<file path="src/rtl/mem_access_stage.sv">
// MIPS MEM stage: maps byte-addressed loads/stores onto a word-addressed data memory.
// Sub-word stores are done as a two-cycle read-modify-write and hold upstream for one cycle.
module mem_access_stage #(
    parameter int ADDR_W = 6,
    parameter int DATA_W = 32
) (
    input  logic              clk,
    input  logic              rst,
    input  logic              ctrl_clk_mips,
    input  logic              i_valid,
    input  logic              i_mem_read,
    input  logic              i_mem_write,
    input  logic [1:0]        i_size,
    input  logic              i_unsigned,
    input  logic [31:0]       i_addr,
    input  logic [DATA_W-1:0] i_wdata,
    input  logic [4:0]        i_rd,
    input  logic              i_reg_write,
    output logic [ADDR_W-1:0] mem_addr,
    output logic [DATA_W-1:0] mem_wdata,
    output logic              mem_wr,
    output logic              mem_rd,
    input  logic [DATA_W-1:0] mem_rdata,
    output logic              o_stall,
    output logic              o_misalign,
    output logic              o_wb_valid,
    output logic              o_wb_reg_write,
    output logic [DATA_W-1:0] o_wb_data,
    output logic [4:0]        o_wb_rd
);
    typedef enum logic [0:0] {ST_IDLE, ST_RMW_WRITE} state_t;

    state_t              state_q, state_d;
    logic                wb_valid_q, wb_valid_d;
    logic                wb_reg_write_q, wb_reg_write_d;
    logic [DATA_W-1:0]   wb_data_q, wb_data_d;
    logic [4:0]          wb_rd_q, wb_rd_d;
    logic                misalign_q, misalign_d;
    logic [DATA_W-1:0]   rmw_word_q, rmw_word_d;
    logic [ADDR_W-1:0]   rmw_addr_q, rmw_addr_d;
    logic                rmw_byte_q, rmw_byte_d;
    logic [1:0]          rmw_off_q, rmw_off_d;
    logic [15:0]         rmw_wdata_q, rmw_wdata_d;

    logic              is_mem, is_load, is_byte, is_half, misalign;
    logic              rd_req, wr_req;
    logic [7:0]        ld_byte;
    logic [15:0]       ld_half;
    logic [DATA_W-1:0] load_data, merged;

    assign is_mem   = i_mem_read | i_mem_write;
    assign is_load  = i_mem_read & ~i_mem_write;
    assign is_byte  = (i_size == 2'b00);
    assign is_half  = (i_size == 2'b01);
    // Reserved size 11 falls into the word case.
    assign misalign = (is_half & i_addr[0]) | (~is_byte & ~is_half & (i_addr[1:0] != 2'b00));

    // Big-endian lane selection: offset 0 is the most significant byte.
    always_comb begin
        ld_byte = mem_rdata[31:24];
        case (i_addr[1:0])
            2'd0: ld_byte = mem_rdata[31:24];
            2'd1: ld_byte = mem_rdata[23:16];
            2'd2: ld_byte = mem_rdata[15:8];
            2'd3: ld_byte = mem_rdata[7:0];
            default: ld_byte = mem_rdata[31:24];
        endcase
        ld_half = i_addr[1] ? mem_rdata[15:0] : mem_rdata[31:16];
        if (is_byte)
            load_data = {{24{ld_byte[7] & ~i_unsigned}}, ld_byte};
        else if (is_half)
            load_data = {{16{ld_half[15] & ~i_unsigned}}, ld_half};
        else
            load_data = mem_rdata;
    end

    always_comb begin
        merged = rmw_word_q;
        if (rmw_byte_q) begin
            case (rmw_off_q)
                2'd0: merged[31:24] = rmw_wdata_q[7:0];
                2'd1: merged[23:16] = rmw_wdata_q[7:0];
                2'd2: merged[15:8]  = rmw_wdata_q[7:0];
                2'd3: merged[7:0]   = rmw_wdata_q[7:0];
                default: merged = rmw_word_q;
            endcase
        end else if (rmw_off_q[1]) begin
            merged[15:0] = rmw_wdata_q;
        end else begin
            merged[31:16] = rmw_wdata_q;
        end
    end

    // Strobes are gated by reset so an abort during RMW_WRITE never reaches memory.
    always_comb begin
        rd_req    = 1'b0;
        wr_req    = 1'b0;
        o_stall   = 1'b0;
        mem_addr  = i_addr[ADDR_W+1:2];
        mem_wdata = i_wdata;
        if (state_q == ST_RMW_WRITE) begin
            mem_addr  = rmw_addr_q;
            mem_wdata = merged;
            wr_req    = 1'b1;
        end else if (i_valid && is_mem && !misalign) begin
            if (i_mem_write) begin
                if (is_byte || is_half) begin
                    rd_req  = 1'b1;
                    o_stall = 1'b1;
                end else begin
                    wr_req = 1'b1;
                end
            end else begin
                rd_req = 1'b1;
            end
        end
        mem_rd = rd_req & ctrl_clk_mips & ~rst;
        mem_wr = wr_req & ctrl_clk_mips & ~rst;
    end

    always_comb begin
        state_d        = state_q;
        wb_valid_d     = wb_valid_q;
        wb_reg_write_d = wb_reg_write_q;
        wb_data_d      = wb_data_q;
        wb_rd_d        = wb_rd_q;
        misalign_d     = 1'b0;
        rmw_word_d     = rmw_word_q;
        rmw_addr_d     = rmw_addr_q;
        rmw_byte_d     = rmw_byte_q;
        rmw_off_d      = rmw_off_q;
        rmw_wdata_d    = rmw_wdata_q;
        if (state_q == ST_RMW_WRITE) begin
            state_d        = ST_IDLE;
            wb_valid_d     = 1'b1;
            wb_reg_write_d = 1'b0;
        end else if (!i_valid) begin
            wb_valid_d = 1'b0;
        end else if (is_mem && misalign) begin
            misalign_d     = 1'b1;
            wb_valid_d     = 1'b1;
            wb_reg_write_d = 1'b0;
            wb_data_d      = i_addr;
            wb_rd_d        = i_rd;
        end else if (i_mem_write && (is_byte || is_half)) begin
            state_d     = ST_RMW_WRITE;
            wb_valid_d  = 1'b0;
            rmw_word_d  = mem_rdata;
            rmw_addr_d  = i_addr[ADDR_W+1:2];
            rmw_byte_d  = is_byte;
            rmw_off_d   = i_addr[1:0];
            rmw_wdata_d = i_wdata[15:0];
        end else if (i_mem_write) begin
            wb_valid_d     = 1'b1;
            wb_reg_write_d = 1'b0;
            wb_data_d      = i_addr;
            wb_rd_d        = i_rd;
        end else begin
            wb_valid_d     = 1'b1;
            wb_reg_write_d = i_reg_write;
            wb_data_d      = is_load ? load_data : i_addr;
            wb_rd_d        = i_rd;
        end
    end

    always_ff @(posedge clk or posedge rst) begin
        if (rst) begin
            state_q        <= ST_IDLE;
            wb_valid_q     <= 1'b0;
            wb_reg_write_q <= 1'b0;
            wb_data_q      <= '0;
            wb_rd_q        <= '0;
            misalign_q     <= 1'b0;
            rmw_word_q     <= '0;
            rmw_addr_q     <= '0;
            rmw_byte_q     <= 1'b0;
            rmw_off_q      <= '0;
            rmw_wdata_q    <= '0;
        end else if (ctrl_clk_mips) begin
            state_q        <= state_d;
            wb_valid_q     <= wb_valid_d;
            wb_reg_write_q <= wb_reg_write_d;
            wb_data_q      <= wb_data_d;
            wb_rd_q        <= wb_rd_d;
            misalign_q     <= misalign_d;
            rmw_word_q     <= rmw_word_d;
            rmw_addr_q     <= rmw_addr_d;
            rmw_byte_q     <= rmw_byte_d;
            rmw_off_q      <= rmw_off_d;
            rmw_wdata_q    <= rmw_wdata_d;
        end
    end

    assign o_misalign     = misalign_q;
    assign o_wb_valid     = wb_valid_q;
    assign o_wb_reg_write = wb_reg_write_q;
    assign o_wb_data      = wb_data_q;
    assign o_wb_rd        = wb_rd_q;
endmodule

</file>
<file path="config.mk">
export PLATFORM = sky130hd
export DESIGN_NAME = mem_access_stage
export DESIGN_NICKNAME = d
export VERILOG_FILES = /design/src/rtl/mem_access_stage.sv
export SDC_FILE = /design/constraint.sdc
export NUM_CORES = 1
export LEC_CHECK = 0
export CAP_MARGIN = 10
export CORE_MARGIN = 5
export CORE_UTILIZATION = 42
export DETAILED_ROUTE_END_ITERATION = 10
export GPL_ROUTABILITY_DRIVEN = 1
export GPL_TIMING_DRIVEN = 0
export HOLD_SLACK_MARGIN = 0.03
export PLACE_DENSITY = 0.88
export SYNTH_ARGS = -nofsm -noshare
export SYNTH_HDL_FRONTEND = slang
export SYNTH_SLANG_ARGS = --single-unit
</file>
<file path="constraint.sdc">
create_clock -name clk -period 3.9 [get_ports clk]
set_clock_uncertainty 0.1 [all_clocks]
set_input_delay 0.78 -clock clk [delete_from_list [all_inputs] [get_ports clk]]
set_output_delay 0.78 -clock clk [all_outputs]
set_load 0.02 [all_outputs]
</file>
* Yosys cells after proc, flatten, opt, wreduce, memory -nomap -nowiden *
Index checks and enable logic that the tools add are counted.
Widths: inputs -> output; s select.

storage, ports and cells
  flip-flop bits (word level) = 98
  input port bits = 111
  logic and storage cells = 99
  output and inout bits = 81

operators by class
  bitwise operators = 19
  reduce and logical (&&, ||, !) cells = 14
  muxes and demuxes = 46
  equality and inequality tests = 9

operator list
  operator            count
  $mux 32             8
  $mux 16             3
  $mux 8              4
  $pmux 8 s4          1
  $mux 1              27
  $and 1x1->1         10
  $mux 5              2
  $eq 2x2->1 const B  4
  $not 1->1           7
  $eq 2x1->1 const B  3
  $logic_not 2->1     3
  $mux 6              1
  $reduce_and 5->1    1
  $logic_and 1x1->1   4
  $reduce_and 4->1    1
  $reduce_bool 2->1   2
  $ne 3x3->1 const B  1
  $reduce_and 3->1    1
  $ne 2x2->1 const B  1
  $or 1x1->1          2
  $logic_not 1->1     1
  $logic_or 1x1->1    1

* Depth between registers and ports, before layout *
  depth in word-level cells = 11
  depth in mapped cells = 8
  mapped depth without buffers = 5

* Least setup slack after synthesis *
No wires, ideal clock.

  path kind = input port to output port
  start point = in rst
  end point = out mem_rd
  arrival time = 4.195 ns
  path slack = -1.175 ns
  path buffers = 0
  data required time = 3.020 ns
  cell stages on the path = 3
  path through = inv_1 -> nand2_1 -> a2111oi_0

between the ends
  cells in the longest elaborated chain, start to end = 2

ends and longest elaborated chain
  item         RTL line  text
  from (decl)  8         input logic rst,
  $not 1->1    117       mem_rd = rd_req & ctrl_clk_mips & ~rst;
  $and 1x1->1  117
  to (decl)    22        output logic mem_rd,

Every way passes these cells.

* Worst setup path in the final report *
  start point = reg rmw_byte_q
  end point = out mem_wdata[13]

between the ends
  cells in the longest elaborated chain, start to end = 2

ends and longest elaborated chain
  item                    RTL line  text
  from (decl)             41        logic rmw_byte_q, rmw_byte_d;
  from (signal assigned)  188       rmw_byte_q <= rmw_byte_d;
  $mux 32                 79        if (rmw_byte_q) begin
  $mux 32                 101       if (state_q == ST_RMW_WRITE) begin
  to (decl)               20        output logic [DATA_W-1:0] mem_wdata,

Every way passes these cells.

==> results.cfg <==
[route]
vias = 5401
avgViaCountPerCell = 5.68
drt_iter0_markers = 448
dr.pass1.iters = 5
wl_per_cell_um = 20.7
wirelength_um = 19700
antenna_left = 0
drc = 0

[grt]
grt_max_degree = 36
grt_pass1_wl_um = 30400
antenna_found_initial = 1
grt_pass1_vias = 5345
grt_usage_pct = 24.3
use_met3_pct = 5.67
grt_use_met2_pct = 38.5
grt-busiest-layer = met2
grt_overflow = 0
met1_usage_pct = 32.3

[sta]
period_share_pct = 91.4
finalSetupViolCount = 0
tightest_slew_ns = 0.739
period_minus_slack_ns = 3.56
layout_setup_ws_ns = 0.336
rsz0062_at_grt = false
slew_viol_final = 0
hold_violations = 0
hold_ws_ns = 0.376
relSlewSlack_pct = 50.5
max_freq_mhz = 281

[cells_and_area]
design_area_sq_um = 8120
nNetsFinal = 880
fillers = 1081
register_area_sq_um = 2450
synthToLayoutAreaGrowth_pct = 44.2
final_layout_size_suffix_gt1_share_pct = 17.1
multi_input_area_sq_um = 2860

[die]
core.rowCount = 42
die_area_sq_um = 15800
fp.coreArea_sq_um = 13200
die_w_um = 126
io_pins = 192
initial_core_util_pct = 42.7
die_height_um = 126

[clock_network]
cts_buffers = 9
clkTransAtPathRegs_ns = 0.07
htree_num_levels = 3
clk-insertion-delay-late_ns = 0.34
clock-root-buffer = clkbuf_16
numClockSinks = 98
cts_max_path_buffers = 2
cts_tree = built

[yosys]
synth_cells = 565
synth.avg_cell_area_sq_um = 9.97
syn-num-nets = 676
synth_seq_cells = 98
netlist_top_cells_area = dfrtp_1 (44%), mux2_2 (11%), a21oi_1 (6.5%)
post-synth-top-area-cell = dfrtp_1
syn_area_sq_um = 5630
synth_top_cell_area_share_pct = 43.5
yosys_warnings = 0
synth_cell_types = 45
synth-seq-area-share_pct = 43.5

[placed_design]
place_congestion = 0.924
hpwl_um = 15300
dpl_cell_area_sq_um = 7780
port_buffers = 188
place_ws_ns = 0.0178

[run]
drv_cap = 0

[outcome]
status = completed

[worst_hold_path]
hold_class = flop to flop

[power_and_ir_drop]
p_leak_nw = 3.38
irDropWorstVdd_mv = 0.241
powerDensity_nw_per_um2 = 444

[worst_setup_path]
critPathLaunchType = flop
cp_max_fo = 10
required_ns = 3.02
crit_type = flop to primary output
critPathCaptureType = primary output
arrival_ns = 2.68
[path summary, 6_finish.rpt]
| path | to | from | slack, ns | cells past startpoint |
|---|---|---|---|---|
| max in group asynchronous | rmw_addr_q[5] | rst | 2.39 | 4 |
| max | mem_wdata[13] | rmw_byte_q | 0.34 | 7 |
| min in group asynchronous | rmw_word_q[7] | rst | 0.88 | 3 |
| min | o_wb_rd[0] | o_wb_rd[0] | 0.38 | 2 |
| max reg2reg | o_wb_data[31] | state_q | 1.94 | 5 |
| min reg2reg | o_wb_rd[0] | o_wb_rd[0] | 0.38 | 2 |
[stage by stage]
stage	power [mW]	util (%)	TNS (ns)	instances
finish	3.61	61.6	0	951
global route	3.77	61.6	0	951
CTS	3.60	61.4	0	947
detailed placement	2.67	59.0	0	931
global placement	2.63	58.7	-2.55	929
floorplan	2.10	-	0	565
[synthesized netlist by cell type, drive strengths merged]
cell / instances
nor3b: 9
a221oi: 7
or2: 2
dfrtp: 98
a2111oi: 3
buf: 26
nand2b: 1
mux2: 56
nand4: 2
mux4: 7
nor2b: 3
nor4b: 2
nor2: 50
and3: 1
nor3: 2
clkinv: 1
o41a: 1
o221ai: 7
mux2i: 18
a21o: 3
o2bb2ai: 8
o22ai: 30
clkbuf: 18
nand2: 52
inv: 22
o21ai: 39
a211o: 1
nand3: 1
o41ai: 1
a2bb2oi: 7
nand3b: 1
a21oi: 86
[cells in the final DEF (no fill, tap or decap), drive strengths merged, types with 2 or more instances in the layout]
master and n:
dfrtp 98, nor3 2, clkinvlp 5, a21o 3, a21oi 86, nor3b 9, o22ai 30, inv 22
buf 29, mux2 56, o21ai 39, nor2 50, nor2b 3, a221oi 7, o2bb2ai 8, nor4b 2
mux4 7, a2111oi 3, nand2 52, o221ai 7, nand4 2, a2bb2oi 7, clkbuf 30, clkdlybuf4s50 187
or2 2, mux2i 18
[area by class of cell]
class                      instances  area share, %
antenna                            1         0.0308
buffer                            44           2.96
clock buffer                      11           3.11
clock inverter                     5          0.755
inverter                          23           1.11
multi-input combinational        400           35.2
sequential                        98           30.2
tap                              176           2.71
timing repair buffer             192           23.9
timing repair inverter             1         0.0616
[worst max-delay path, cell delays in order, from the launching register on]
cell and delay [ns]:
dfrtp_1 0.38, clkbuf_1 0.38, buf_2 0.31, nor2_1 0.07
a21oi_1 0.24, o22ai_1 0.13, o21ai_0 0.19, clkdlybuf4s50_1 0.64
[power breakdown]
| group | switching (mW) | internal (mW) |
|---|---|---|
| logic | 0.647 | 0.615 |
| registers | 0.166 | 1.25 |
| clock network | 0.396 | 0.535 |
[routing by layer]
layer / vias to the layer above / wire, um
met5: - / 0
met4: 0 / 598
met3: 41 / 1900
met2: 291 / 9190
met1: 2595 / 8020
li1: 2474 / -
[sequential cells by signal (all words and copies together) (netlist names)]
signal	count
rmw_byte_q	1
rmw_wdata_q	16
rmw_addr_q	6
rmw_word_q	32
rmw_off_q	2
o_misalign	1
state_q	1
o_wb_data	32
o_wb_valid	1
o_wb_reg_write	1
o_wb_rd	5
[logic make-up after synthesis]
logic type	Yosys count	synth area share [%]
multiplexers	81	17.2
buffers and inverters	67	5.77
flip-flops	98	43.5
AND/OR/NAND/NOR	126	10.3
AO/OA/AOI/OAI	193	23.2
[repair_timing]
item / 4_1_cts / 5_1_grt
hold buffers: 0 / 0
setup buffers: 0 / 2
setup endpoints to repair: 0 / 3
resized for setup: 0 / 3
Power figures use the tool's default switching activity.
